`config.mk`:
```
export PLATFORM = sky130hd
export DESIGN_NAME = serial_frame_receiver
export DESIGN_NICKNAME = d
export VERILOG_FILES = /design/src/rtl/serial_frame_receiver.sv
export SDC_FILE = /design/constraint.sdc
export NUM_CORES = 1
export LEC_CHECK = 0
export ABC_AREA = 1
export BUFFER_PORTS_ARGS = -buffer_cell sky130_fd_sc_hd__buf_2
export CAP_MARGIN = 20
export CORE_MARGIN = 4
export CORE_UTILIZATION = 40
export DETAILED_ROUTE_END_ITERATION = 7
export HOLD_SLACK_MARGIN = 0.1
export PLACE_DENSITY = 0.58
export SETUP_SLACK_MARGIN = 0.2
export SLEW_MARGIN = 20
export SYNTH_ARGS = -nofsm -noshare
export SYNTH_HDL_FRONTEND = slang
export SYNTH_SLANG_ARGS = --single-unit
```
`constraint.sdc`:
```
create_clock -name clk -period 2.6 [get_ports clk]
set_clock_uncertainty 0.15 [all_clocks]
set_input_delay 0.39 -clock clk [delete_from_list [all_inputs] [get_ports clk]]
set_output_delay 0.39 -clock clk [all_outputs]
set_load 0.03 [all_outputs]
```
`src/rtl/serial_frame_receiver.sv`:
```
// serial_frame_receiver: hunts for one of NUM_TYPES headers, forwards the type's payload bytes.
// Optional trailing checksum verification with FRAME_CHECKSUM_EN.
module serial_frame_receiver #(
   parameter int NUM_TYPES = 2,
   parameter int HEADER_LEN = 5,
   parameter logic [NUM_TYPES*HEADER_LEN*8-1:0] HEADERS = "FGHIJABCDE",
   parameter logic [NUM_TYPES*16-1:0] PAYLOAD_LENS = {16'd16, 16'd8},
   parameter int TIMEOUT_CYCLES = 48000,
   localparam int TYPE_W = (NUM_TYPES > 1) ? $clog2(NUM_TYPES) : 1
) (
   input  logic                 clk,
   input  logic                 reset,
   input  logic [7:0]           rx_data,
   input  logic                 rx_data_ready,
   output logic [7:0]           msg_out,
   output logic                 data_valid,
   output logic [TYPE_W-1:0]    msg_type,
   output logic [NUM_TYPES-1:0] type_flags,
   output logic                 busy,
   output logic                 frame_done,
   output logic                 frame_error
);
   localparam int WIN_W = HEADER_LEN * 8;
   typedef enum logic [1:0] {
      HUNT,
`ifdef FRAME_CHECKSUM_EN
      CHECK,
`endif
      PAYLOAD
   } state_t;
   state_t                 r_state, w_state_n;
   logic [WIN_W-1:0]       r_win, w_win_n, w_win_sh;
   logic [3:0]             r_fill, w_fill_n, w_fill_sh;
   logic [15:0]            r_cnt, w_cnt_n;
   logic [23:0]            r_idle, w_idle_n;
   logic [TYPE_W-1:0]      r_type, w_type_n, w_hit_type;
   logic [NUM_TYPES-1:0]   r_flags, w_flags_n;
   logic [7:0]             r_msg, w_msg_n;
   logic                   r_valid, w_valid_n, r_done, w_done_n, r_err, w_err_n;
   logic                   w_hit, w_timeout;
`ifdef FRAME_CHECKSUM_EN
   logic [7:0]             r_sum, w_sum_n;
`endif
   assign w_win_sh  = WIN_W'({r_win, rx_data});
   assign w_fill_sh = (r_fill == 4'(HEADER_LEN)) ? r_fill : r_fill + 4'd1;
   assign w_timeout = (TIMEOUT_CYCLES != 0) && !rx_data_ready && (r_idle == 24'(TIMEOUT_CYCLES - 1));
   // Descending scan so the lowest-index matching type is the one left standing.
   always_comb begin
      w_hit = 1'b0;
      w_hit_type = '0;
      for (int i = NUM_TYPES - 1; i >= 0; i--)
         if (w_win_sh == HEADERS[i*WIN_W +: WIN_W]) begin
            w_hit = 1'b1;
            w_hit_type = TYPE_W'(i);
         end
   end
   always_comb begin
      w_state_n = r_state;
      w_win_n   = r_win;
      w_fill_n  = r_fill;
      w_cnt_n   = r_cnt;
      w_idle_n  = (r_state != HUNT && !rx_data_ready) ? r_idle + 24'd1 : '0;
      w_type_n  = r_type;
      w_flags_n = (r_done || r_err) ? '0 : r_flags;
      w_msg_n   = r_msg;
      w_valid_n = 1'b0;
      w_done_n  = 1'b0;
      w_err_n   = 1'b0;
`ifdef FRAME_CHECKSUM_EN
      w_sum_n   = r_sum;
`endif
      case (r_state)
         HUNT: if (rx_data_ready) begin
            w_win_n  = w_win_sh;
            w_fill_n = w_fill_sh;
            if (w_fill_sh == 4'(HEADER_LEN) && w_hit) begin
               w_state_n = PAYLOAD;
               w_type_n  = w_hit_type;
               w_flags_n = NUM_TYPES'(1) << w_hit_type;
               w_cnt_n   = PAYLOAD_LENS[int'(w_hit_type)*16 +: 16];
               w_win_n   = '0;
               w_fill_n  = '0;
`ifdef FRAME_CHECKSUM_EN
               w_sum_n   = '0;
`endif
            end
         end
         PAYLOAD: if (rx_data_ready) begin
            w_msg_n   = rx_data;
            w_valid_n = 1'b1;
            w_cnt_n   = r_cnt - 16'd1;
`ifdef FRAME_CHECKSUM_EN
            w_sum_n   = r_sum + rx_data;
            if (r_cnt == 16'd1) w_state_n = CHECK;
`else
            if (r_cnt == 16'd1) begin
               w_done_n  = 1'b1;
               w_state_n = HUNT;
            end
`endif
         end
`ifdef FRAME_CHECKSUM_EN
         CHECK: if (rx_data_ready) begin
            w_done_n  = (rx_data == r_sum);
            w_err_n   = (rx_data != r_sum);
            w_state_n = HUNT;
         end
`endif
         default: w_state_n = HUNT;
      endcase
      if (r_state != HUNT && w_timeout) begin
         w_err_n   = 1'b1;
         w_state_n = HUNT;
      end
   end
   always_ff @(posedge clk) begin
      if (reset) begin
         r_state <= HUNT;
         r_win   <= '0;
         r_fill  <= '0;
         r_cnt   <= '0;
         r_idle  <= '0;
         r_type  <= '0;
         r_flags <= '0;
         r_msg   <= '0;
         r_valid <= 1'b0;
         r_done  <= 1'b0;
         r_err   <= 1'b0;
`ifdef FRAME_CHECKSUM_EN
         r_sum   <= '0;
`endif
      end else begin
         r_state <= w_state_n;
         r_win   <= w_win_n;
         r_fill  <= w_fill_n;
         r_cnt   <= w_cnt_n;
         r_idle  <= w_idle_n;
         r_type  <= w_type_n;
         r_flags <= w_flags_n;
         r_msg   <= w_msg_n;
         r_valid <= w_valid_n;
         r_done  <= w_done_n;
         r_err   <= w_err_n;
`ifdef FRAME_CHECKSUM_EN
         r_sum   <= w_sum_n;
`endif
      end
   end
   assign msg_out     = r_msg;
   assign data_valid  = r_valid;
   assign msg_type    = r_type;
   assign type_flags  = r_flags;
   assign busy        = (r_state != HUNT);
   assign frame_done  = r_done;
   assign frame_error = r_err;
endmodule

```
-- Word-level counts from Yosys, hierarchy flattened
Cells that the tools add are included.
- add/subtract/negate cells: 3
- equal/unequal tests: 11
- shifts and indexed selects: 2
- mux-type cells: 22
- bitwise logic cells: 3
- reductions and logical operators: 18
- operators by type and width (operator ; count):
    == test 40 x 39 -> 1 bit (second input constant) ; 2
    2-to-1 mux 16 bit ; 3
    2-to-1 mux 32 bit ; 1
    one-hot mux 16 bit (2 select lines) ; 1
    variable part select 32 x 6 -> 16 bit (first input constant) ; 1
    adder 24 x 1 -> 24 bit (second input constant) ; 1
    == test 24 x 16 -> 1 bit (second input constant) ; 1
    == test 16 x 1 -> 1 bit (second input constant) ; 1
    2-to-1 mux 2 bit ; 8
    subtractor 16 x 1 -> 16 bit (second input constant) ; 1
    == test 4 x 3 -> 1 bit (second input constant) ; 2
    2-to-1 mux 4 bit ; 2
    inequality test 2 bit (second input constant) ; 4
    AND reduction 4 bit ; 2
    2-to-1 mux 1 bit ; 6
    OR reduction 2 bit ; 3
    adder 4 x 1 -> 4 bit (second input constant) ; 1
    logical AND 1 bit ; 4
    one-hot mux 2 bit (2 select lines) ; 1
    AND reduction 2 bit ; 2
    nonzero test 2 bit ; 2
    NOT 1 bit ; 3
    AND reduction 3 bit ; 1
    OR reduction 3 bit ; 1
    5 further kinds ; 5
- flip-flop bits (word level): 92
- input port bits: 11
- output and inout port bits: 15
- word-level logic and storage cells: 70

-- Logic depth before layout (Yosys ltp)
Gate-level depths: netlist (run 1).
- depth after elaboration: 7
- gate-level depth with buffers: 14
- mapped depth without buffers: 14

-- Worst setup path after synthesis (run 1)
Ideal clock, no wire load.
- kind: register to register
- from: register r_fill[1]
- to: register r_win[3]
- setup time: 0.117 ns
- arrival: 1.607 ns
- data required time: 2.333 ns
- path slack: 0.726 ns
- cell stages (with the launch flop): 14
- path buffers: 1
- period minus slack after synthesis: 1.874 ns
- path through: dfxtp_1 inv_1 ha_1 nand2_1 nor2_2 nand2_1 nand2_1 nor2_2 nand2_1 nor2_4 nand4_2 nand2_2 buf_6 nor2_1
- word-level cells in the longest chain between the ends: 5
- elaborated cells on any way between the ends: 6
- those cells by class: add/sub (1); eq/ne (2); mux (2); reduce/logical (1)
- RTL lines (element ; RTL line ; text):
    from (decl) ; 33 ; logic [3:0] r_fill, w_fill_n, w_fill_sh;
    from (signal assigned) ; 135 ; r_fill <= w_fill_n;
    adder 4 x 1 -> 4 bit or == test 4 x 3 -> 1 bit (tied branches) ; 45 ; assign w_fill_sh = (r_fill == 4'(HEADER_LEN)) ? r_fill : r_fill + 4'd1;
    2-to-1 mux 4 bit (*) ; 45 ;
    == test 4 x 3 -> 1 bit (*) ; 76 ; if (w_fill_sh == 4'(HEADER_LEN) && w_hit) begin
    logical AND 1 bit (*) ; 76 ;
    2-to-1 mux 32 bit (*) ; 76 ;
    to (signal assigned) ; 134 ; r_win <= w_win_n;
    to (decl) ; 32 ; logic [WIN_W-1:0] r_win, w_win_n, w_win_sh;
Mark *: on every way between the ends. The rest lies on a longest branch, timed or not.
A chain may end at the register's enable or synchronous reset.

-- Worst setup path in the final report (run 1)
- from: register r_fill[1]
- to: register r_win[25]
The elaborated chain is that of the path after synthesis.

==> summary.txt, run 1 <==
Outcome
  • Status: finished clean

Hold path
  • Worst min-delay path class: input port to flop
  • Worst Hold Launch: rx_data[4]

Cells and area
  • Diode count: 0
  • Share of cells above drive strength 1: 13.13%
  • Post-layout instance area: 5044 µm²
  • Leading cell type in the layout, fill and taps excluded: nor2_1
  • Most frequent cells in the layout: 121 x nor2_1, 101 x nand2_1, 91 x dfxtp_1, 82 x inv_1, 43 x nand3_1
  • Final nets: 681
  • Synth-to-Final Area Change: 12.35%
  • Fillers: 1114

Placement
  • Dpl ws: 404.6 ps
  • GP Congestion: 0.8308
  • IO buf count: 25
  • Placed instance area: 4730 µm²
  • Post-DP HPWL: 7197 µm

Drt
  • # DRC: 0
  • Post-Route WL: 10150 µm
  • Vias per cell: 4.995
  • Final ANT Viol Nets: 0
  • Vias: 4046
  • Pre-Repair DR Iteration Count: 4
  • DRT iter0 DRCs: 186
  • DR WL/cell: 12.53 µm

Setup path
  • Arr. time, crit path: 2200 ps
  • Reg2Reg Depth: 12
  • Crit path max fanout: 18
  • Crit end category: flop
  • Critical path class: flop to flop
  • Setup crit start: r_fill[1]
  • CP required: 2680 ps
  • Startpoint Class: flop
  • End of the worst register-to-register path: r_win[25]
  • R2R setup slack: 480 ps
  • R2r startpoint: r_fill[1]
  • Critical path endpoint: r_win[25]

Logic synthesis
  • Cells after Synth: 644
  • Avg Cell Area, Syn: 6.971 µm²
  • Mapped cell area: 4489 µm²
  • Sequential area share after synthesis: 40.58%
  • Post-synth ARST share: 0%
  • Primary FF master, synth: dfxtp_1
  • #FFs+latches synth: 91
  • Yosys warnings: 0
  • Number of synthesized flops with an enable pin: 0
  • Post-Syn Nets: 660
  • Netlist cell types: 35

Timing
  • Setup TNS: 0 ps
  • Min Tclk post-route: 2124 ps
  • RSZ-0062 raised after global routing: no
  • Max-slew violations: 0
  • Slew of the pin with the lowest slew margin: 657.1 ps
  • Final WS setup: 476.5 ps
  • Setup-failing EPs final: 0
  • Final Hold Vio Count: 0
  • Tcrit/Tclk final: 81.68%
  • Slew headroom: 56.15%
  • F_max: 470.9 MHz

Floorplanning
  • Initial Util: 41.05%
  • Num rows: 38
  • Area of the core: 10940 µm²
  • Die width: 113.9 µm
  • DIE AREA: 12980 µm²
  • I/O pin count: 26
  • Die Y: 113.9 µm

GRT
  • Vias in the first global route: 3825
  • GR Util met3: 4.562%
  • Global-route wire length before repair: 17710 µm
  • Gr usage total: 16.89%
  • Met1 GRT Util: 21.14%
  • GRT busiest layer: met2
  • Met2 Use GR: 27.24%
  • Initial antenna violation count: 0
  • Gr ovfl total: 0
  • Largest net degree at the start of global routing: 58

CTS
  • CTS clk-pin slew, worst paths: 60 ps
  • Hold-fix buffers, CTS: 0
  • Latest clock arrival within the worst-skew pair: 350 ps
  • Worst-case clock buffer depth: 2
  • Clock buffer count from CTS: 9
  • CTS Sinks: 91
  • H-tree lvl count: 3
  • CTS tree: yes
  • Root Driver: clkbuf_16

Power and ir drop
  • Peak VDD IR: 0.4081 mV
  • Pleak: 2.099 nW
  • PwrDens: 574.9 nW/µm²

Job
  • Max cap viols: 0
==> critical path, cell delays in order, from the launching register on <==
cell	delay, ps
dfxtp_1	380
inv_1	70
ha_1	210
nand2_1	100
nor2_2	50
nand2_1	50
nand2_1	70
nor2_2	100
nand2_1	90
nor2_4	130
nand4_2	160
nand2_2	340
nor3_1	80
==> synth_stat cells (9+ instances only) <==
cell | number | area [µm²]
nor2_1 | 122 | 457.9
nand2_1 | 101 | 379.1
dfxtp_1 | 91 | 1822
inv_1 | 82 | 307.8
nand3_1 | 43 | 215.2
o21ai_0 | 38 | 190.2
a21oi_1 | 32 | 160.2
nand4_1 | 16 | 100.1
clkbuf_1 | 15 | 56.30
a211oi_1 | 14 | 105.1
nor3_1 | 14 | 70.07
nand2_2 | 11 | 68.82
a21oi_2 | 10 | 87.58
xor2_1 | 9 | 78.83
==> per-stage QoR <==
stage	total power (W)	util [%]	cells	hold WS [ps]
final	0.002900	46.12	810	163.1
after global routing	0.003034	46.12	810	186.0
after CTS	0.002940	45.90	808	154.8
after detailed placement	0.001661	43.25	792	310.1
after global placement	0.001657	43.25	792	298.8
after floorplan	0.001617	-	644	289.1
==> flip-flops by register name (all words and copies together), names as in the netlist <==
signal and cells:
data_valid 1, frame_done 1, frame_error 1, msg_out 8, msg_type 1, r_cnt 16, r_fill 4, r_idle 24
r_state 1, r_win 32, type_flags 2
==> cell families after synthesis <==
kind of cell	Yosys count	share of synthesized area, %
buffers and inverters	107	9.615
and+or+nand+nor	330	33.14
adders and majority gates	5	1.394
DFF	91	40.58
AOI/OAI and AO/OA	97	12.54
xor gates and xnor gates	14	2.731
==> power by group <==
part	internal, W	total (W)	switching (W)	leakage (nW)
clock network	0.000723	0.00127	0.000548	0.148
registers	0.00143	0.00146	0.0000279	0.741
logic	0.0000587	0.000168	0.000110	1.21
==> worst min path at each step <==
stage / endpoint / slack [ps] / cells after the start
CTS: msg_out[4] / 150 / 3
global placement: r_idle[23] / 300 / 2
global route: msg_out[1] / 190 / 3
finish: msg_out[4] / 160 / 3
detailed placement: r_idle[23] / 310 / 2
floorplan: r_idle[23] / 290 / 2
==> area by class of cell <==
type                    instances  area (µm²)  share of cell area (%)
inverters                      83       311.5                   6.177
well taps                     140       175.2                   3.473
flip-flops and latches         91        1822                   36.12
clock inverters                 4       23.77                  0.4713
clock buffers                  12       266.5                   5.284
repair buffers                 34       192.7                   3.820
multi-input cells             446        2252                   44.65
==> metal layers <==
layer / part of all wire (%) / up-vias
met5: 0 / -
met2: 46 / 61
met1: 47 / 1846
met3: 3.7 / 22
met4: 2.9 / 0
li1: - / 2117
==> timing repair <==
| action | 4_1_cts | 5_1_grt |
|---|---|---|
| resized for setup | 0 | 1 |
| setup endpoints to repair | 0 | 2 |
| buffers inserted | 0 | 2 |
No activity file was read; power rests on OpenSTA's default activity.
==> inputs of run 2 (changes only) <==
==> constraint.sdc (replaced) <==
create_clock -name clk -period 2.15 [get_ports clk]
set_clock_uncertainty 0.15 [all_clocks]
set_input_delay 0.3225 -clock clk [delete_from_list [all_inputs] [get_ports clk]]
set_output_delay 0.3225 -clock clk [all_outputs]
set_load 0.03 [all_outputs]
==> run 2 against run 1 <==
Net effect:
- core utilization is 3.1 points higher
- largest cell class unchanged
- sequential power grew 21%
- critical path depth rose by 1
- hold slack got worse by 49 ps
- cell count is 1.7% higher
- global-route usage grew 0.48 points
- flip-flop and latch count stayed put
- sequential share of layout area decreased by 2.1 points
- combinational power grew 44%
- non-clock buffer count rose by 12
- count of clock-buffer cells in the layout fell by 2
- die area did not move
==> summary.txt, run 2 (same netlist as run 1, synthesis figures left out) <==
Outcome
  • Status: finished clean

Floorplanning
  • I/O pin count: 26
  • Num rows: 38
  • Die Y: 113.9 µm
  • Area of the core: 10940 µm²
  • DIE AREA: 12980 µm²
  • Die width: 113.9 µm
  • Initial Util: 41.05%

Cells and area
  • Largest reg by FF count: r_win
  • Final nets: 695
  • Share of cells above drive strength 1: 18.57%
  • Most frequent cells in the layout: 117 x nor2_1, 96 x nand2_1, 85 x dfxtp_1, 80 x inv_1, 40 x nand3_1
  • Max reg flops: 32
  • Final Util: 49.22%
  • Leading cell type in the layout, fill and taps excluded: nor2_1
  • Largest regs: r_win: 32 flops, r_idle: 24 flops, r_cnt: 16 flops
  • Diode count: 0
  • Synth-to-Final Area Change: 19.90%

Hold path
  • Worst min-delay path class: input port to flop

CTS
  • Latest clock arrival within the worst-skew pair: 340 ps
  • Hold-fix buffers, CTS: 0
  • CTS tree: yes
  • CTS Sinks: 91
  • Root Driver: clkbuf_16
  • H-tree lvl count: 3
  • Worst-case clock buffer depth: 2
  • CTS clk-pin slew, worst paths: 70 ps
  • Clock buffer count from CTS: 9

Power and ir drop
  • Net switching power: 0.0008445 W
  • Combinational Power Share: 6.5%
  • Peak VDD IR: 0.4389 mV
  • Switching share of total power: 22.70%
  • Sequential power share: 47.6%
  • Clk network pwr share: 45.9%
  • Pint: 0.002875 W
  • Pleak: 2.246 nW
  • PwrDens: 691.1 nW/µm²

Drt
  • Pre-Repair DR Iteration Count: 4
  • # DRC: 0
  • Final ANT Viol Nets: 0
  • DR WL/cell: 13.32 µm
  • Post-Route WL: 10980 µm
  • DRT iter0 DRCs: 172
  • Vias: 4122
  • Vias per cell: 5.002

Timing
  • Max-slew violations: 0
  • Setup TNS: 0 ps
  • Setup-failing EPs final: 0
  • RSZ-0062 raised after global routing: yes
  • Final Hold Vio Count: 0
  • Slew of the pin with the lowest slew margin: 626.7 ps
  • Worst Hold Slack: 114.4 ps
  • Tcrit/Tclk final: 93.06%
  • Min Tclk post-route: 2001 ps
  • Slew headroom: 58.17%
  • F_max: 499.8 MHz

Job
  • Max cap viols: 0

Setup path
  • Largest stage delay, worst path: 380 ps
  • Startpoint Class: flop
  • Arr. time, crit path: 2080 ps
  • CP dominant cell by count: nand2_2
  • Crit path cell chain: ha_4 -> nand3_2 -> nand2_2 -> nand2_2 -> nor2_4 -> nand2_2 -> nor2_4 -> nand3_4 -> buf_12 -> nand2_8 -> inv_4 -> nor2_1 -> nor2_1
  • Crit end category: flop
  • Slowest CP cell: dfxtp_4
  • CP required: 2230 ps
  • Crit path max fanout: 7
  • Critical path class: flop to flop

GRT
  • Initial antenna violation count: 0
  • Gr usage total: 17.37%
  • Vias in the first global route: 3892
  • Largest net degree at the start of global routing: 48
  • Global-route wire length before repair: 18300 µm
  • Gr ovfl total: 0

Placement
  • Post-DP HPWL: 7561 µm
  • IO buf count: 25
  • GP Congestion: 0.8535
## run 2: cell types whose count changed in the layout (fill, tap and decap cells not counted), sizes merged
cell / before / now
inv: 83 / 84
buf: 34 / 46
clkinv: 4 / 3
clkbuf: 12 / 10
bufinv: 0 / 2
nand2: 113 / 115
## run 2: cell type report
cell class                      instances  area, µm²
Fill cell                            1101       5553
Multi-Input combinational cell        448       2382
Inverter                               83      314.1
Clock buffer                           10      239.0
Timing Repair Buffer                   46      352.8
Sequential cell                        91       1832
Clock inverter                          6      87.58
Tap cell                              140      175.2
## run 2: stage by stage
stage / total power [W] / instance area (µm²) / worst slack (ps) / cells
2_1_floorplan: 0.001955 / 4489 / 276.3 / 644
3_3_place_gp: 0.002009 / 4772 / 136.2 / 796
3_5_place_dp: 0.002015 / 4772 / 106.6 / 796
4_1_cts: 0.003749 / 5240 / 190.7 / 818
5_1_grt: 0.003872 / 5383 / 42.40 / 824
6_report: 0.003720 / 5383 / 149.1 / 824
## run 2: path summary, 6_finish.rpt
path                            slack (ps)  depth (start not counted)          to  startpoint
worst max-delay path                   150                         13    r_cnt[4]   r_fill[0]
worst min-delay path                   110                          3  msg_out[4]  rx_data[4]
worst min register to register         300                          1   r_idle[0]   r_idle[0]
worst max register to register         150                         13    r_cnt[4]   r_fill[0]
## run 2: per-layer routing
layer,wire length [µm],vias up,track usage [%]
li1,-,2152,-
met4,225,0,6.176
met1,5180,1884,21.85
met5,0,-,0
met2,5165,68,29.12
met3,405,18,4.032
## run 2: what timing repair did
action	4_1_cts	5_1_grt
pin swaps	4	7
setup endpoints to repair	35	29
gates resized for setup	15	26
cloned	2	1
setup buffers	4	5
## run 2: critical path: cells and delay by family (launching register included)
family	cells	cell delay (ps)
simple gates	10	960
flops	1	380
fa+ha+maj	1	170
buf+inv	2	210
## run 2: power groups by stage
stage          clock network [W]  logic, W  registers (W)
6_report                 0.00171  0.000242        0.00177
2_1_floorplan                  0  0.000161        0.00179
3_3_place_gp                   0  0.000207        0.00180
3_5_place_dp                   0  0.000211        0.00180
4_1_cts                  0.00176  0.000226        0.00177
5_1_grt                  0.00182  0.000278        0.00178
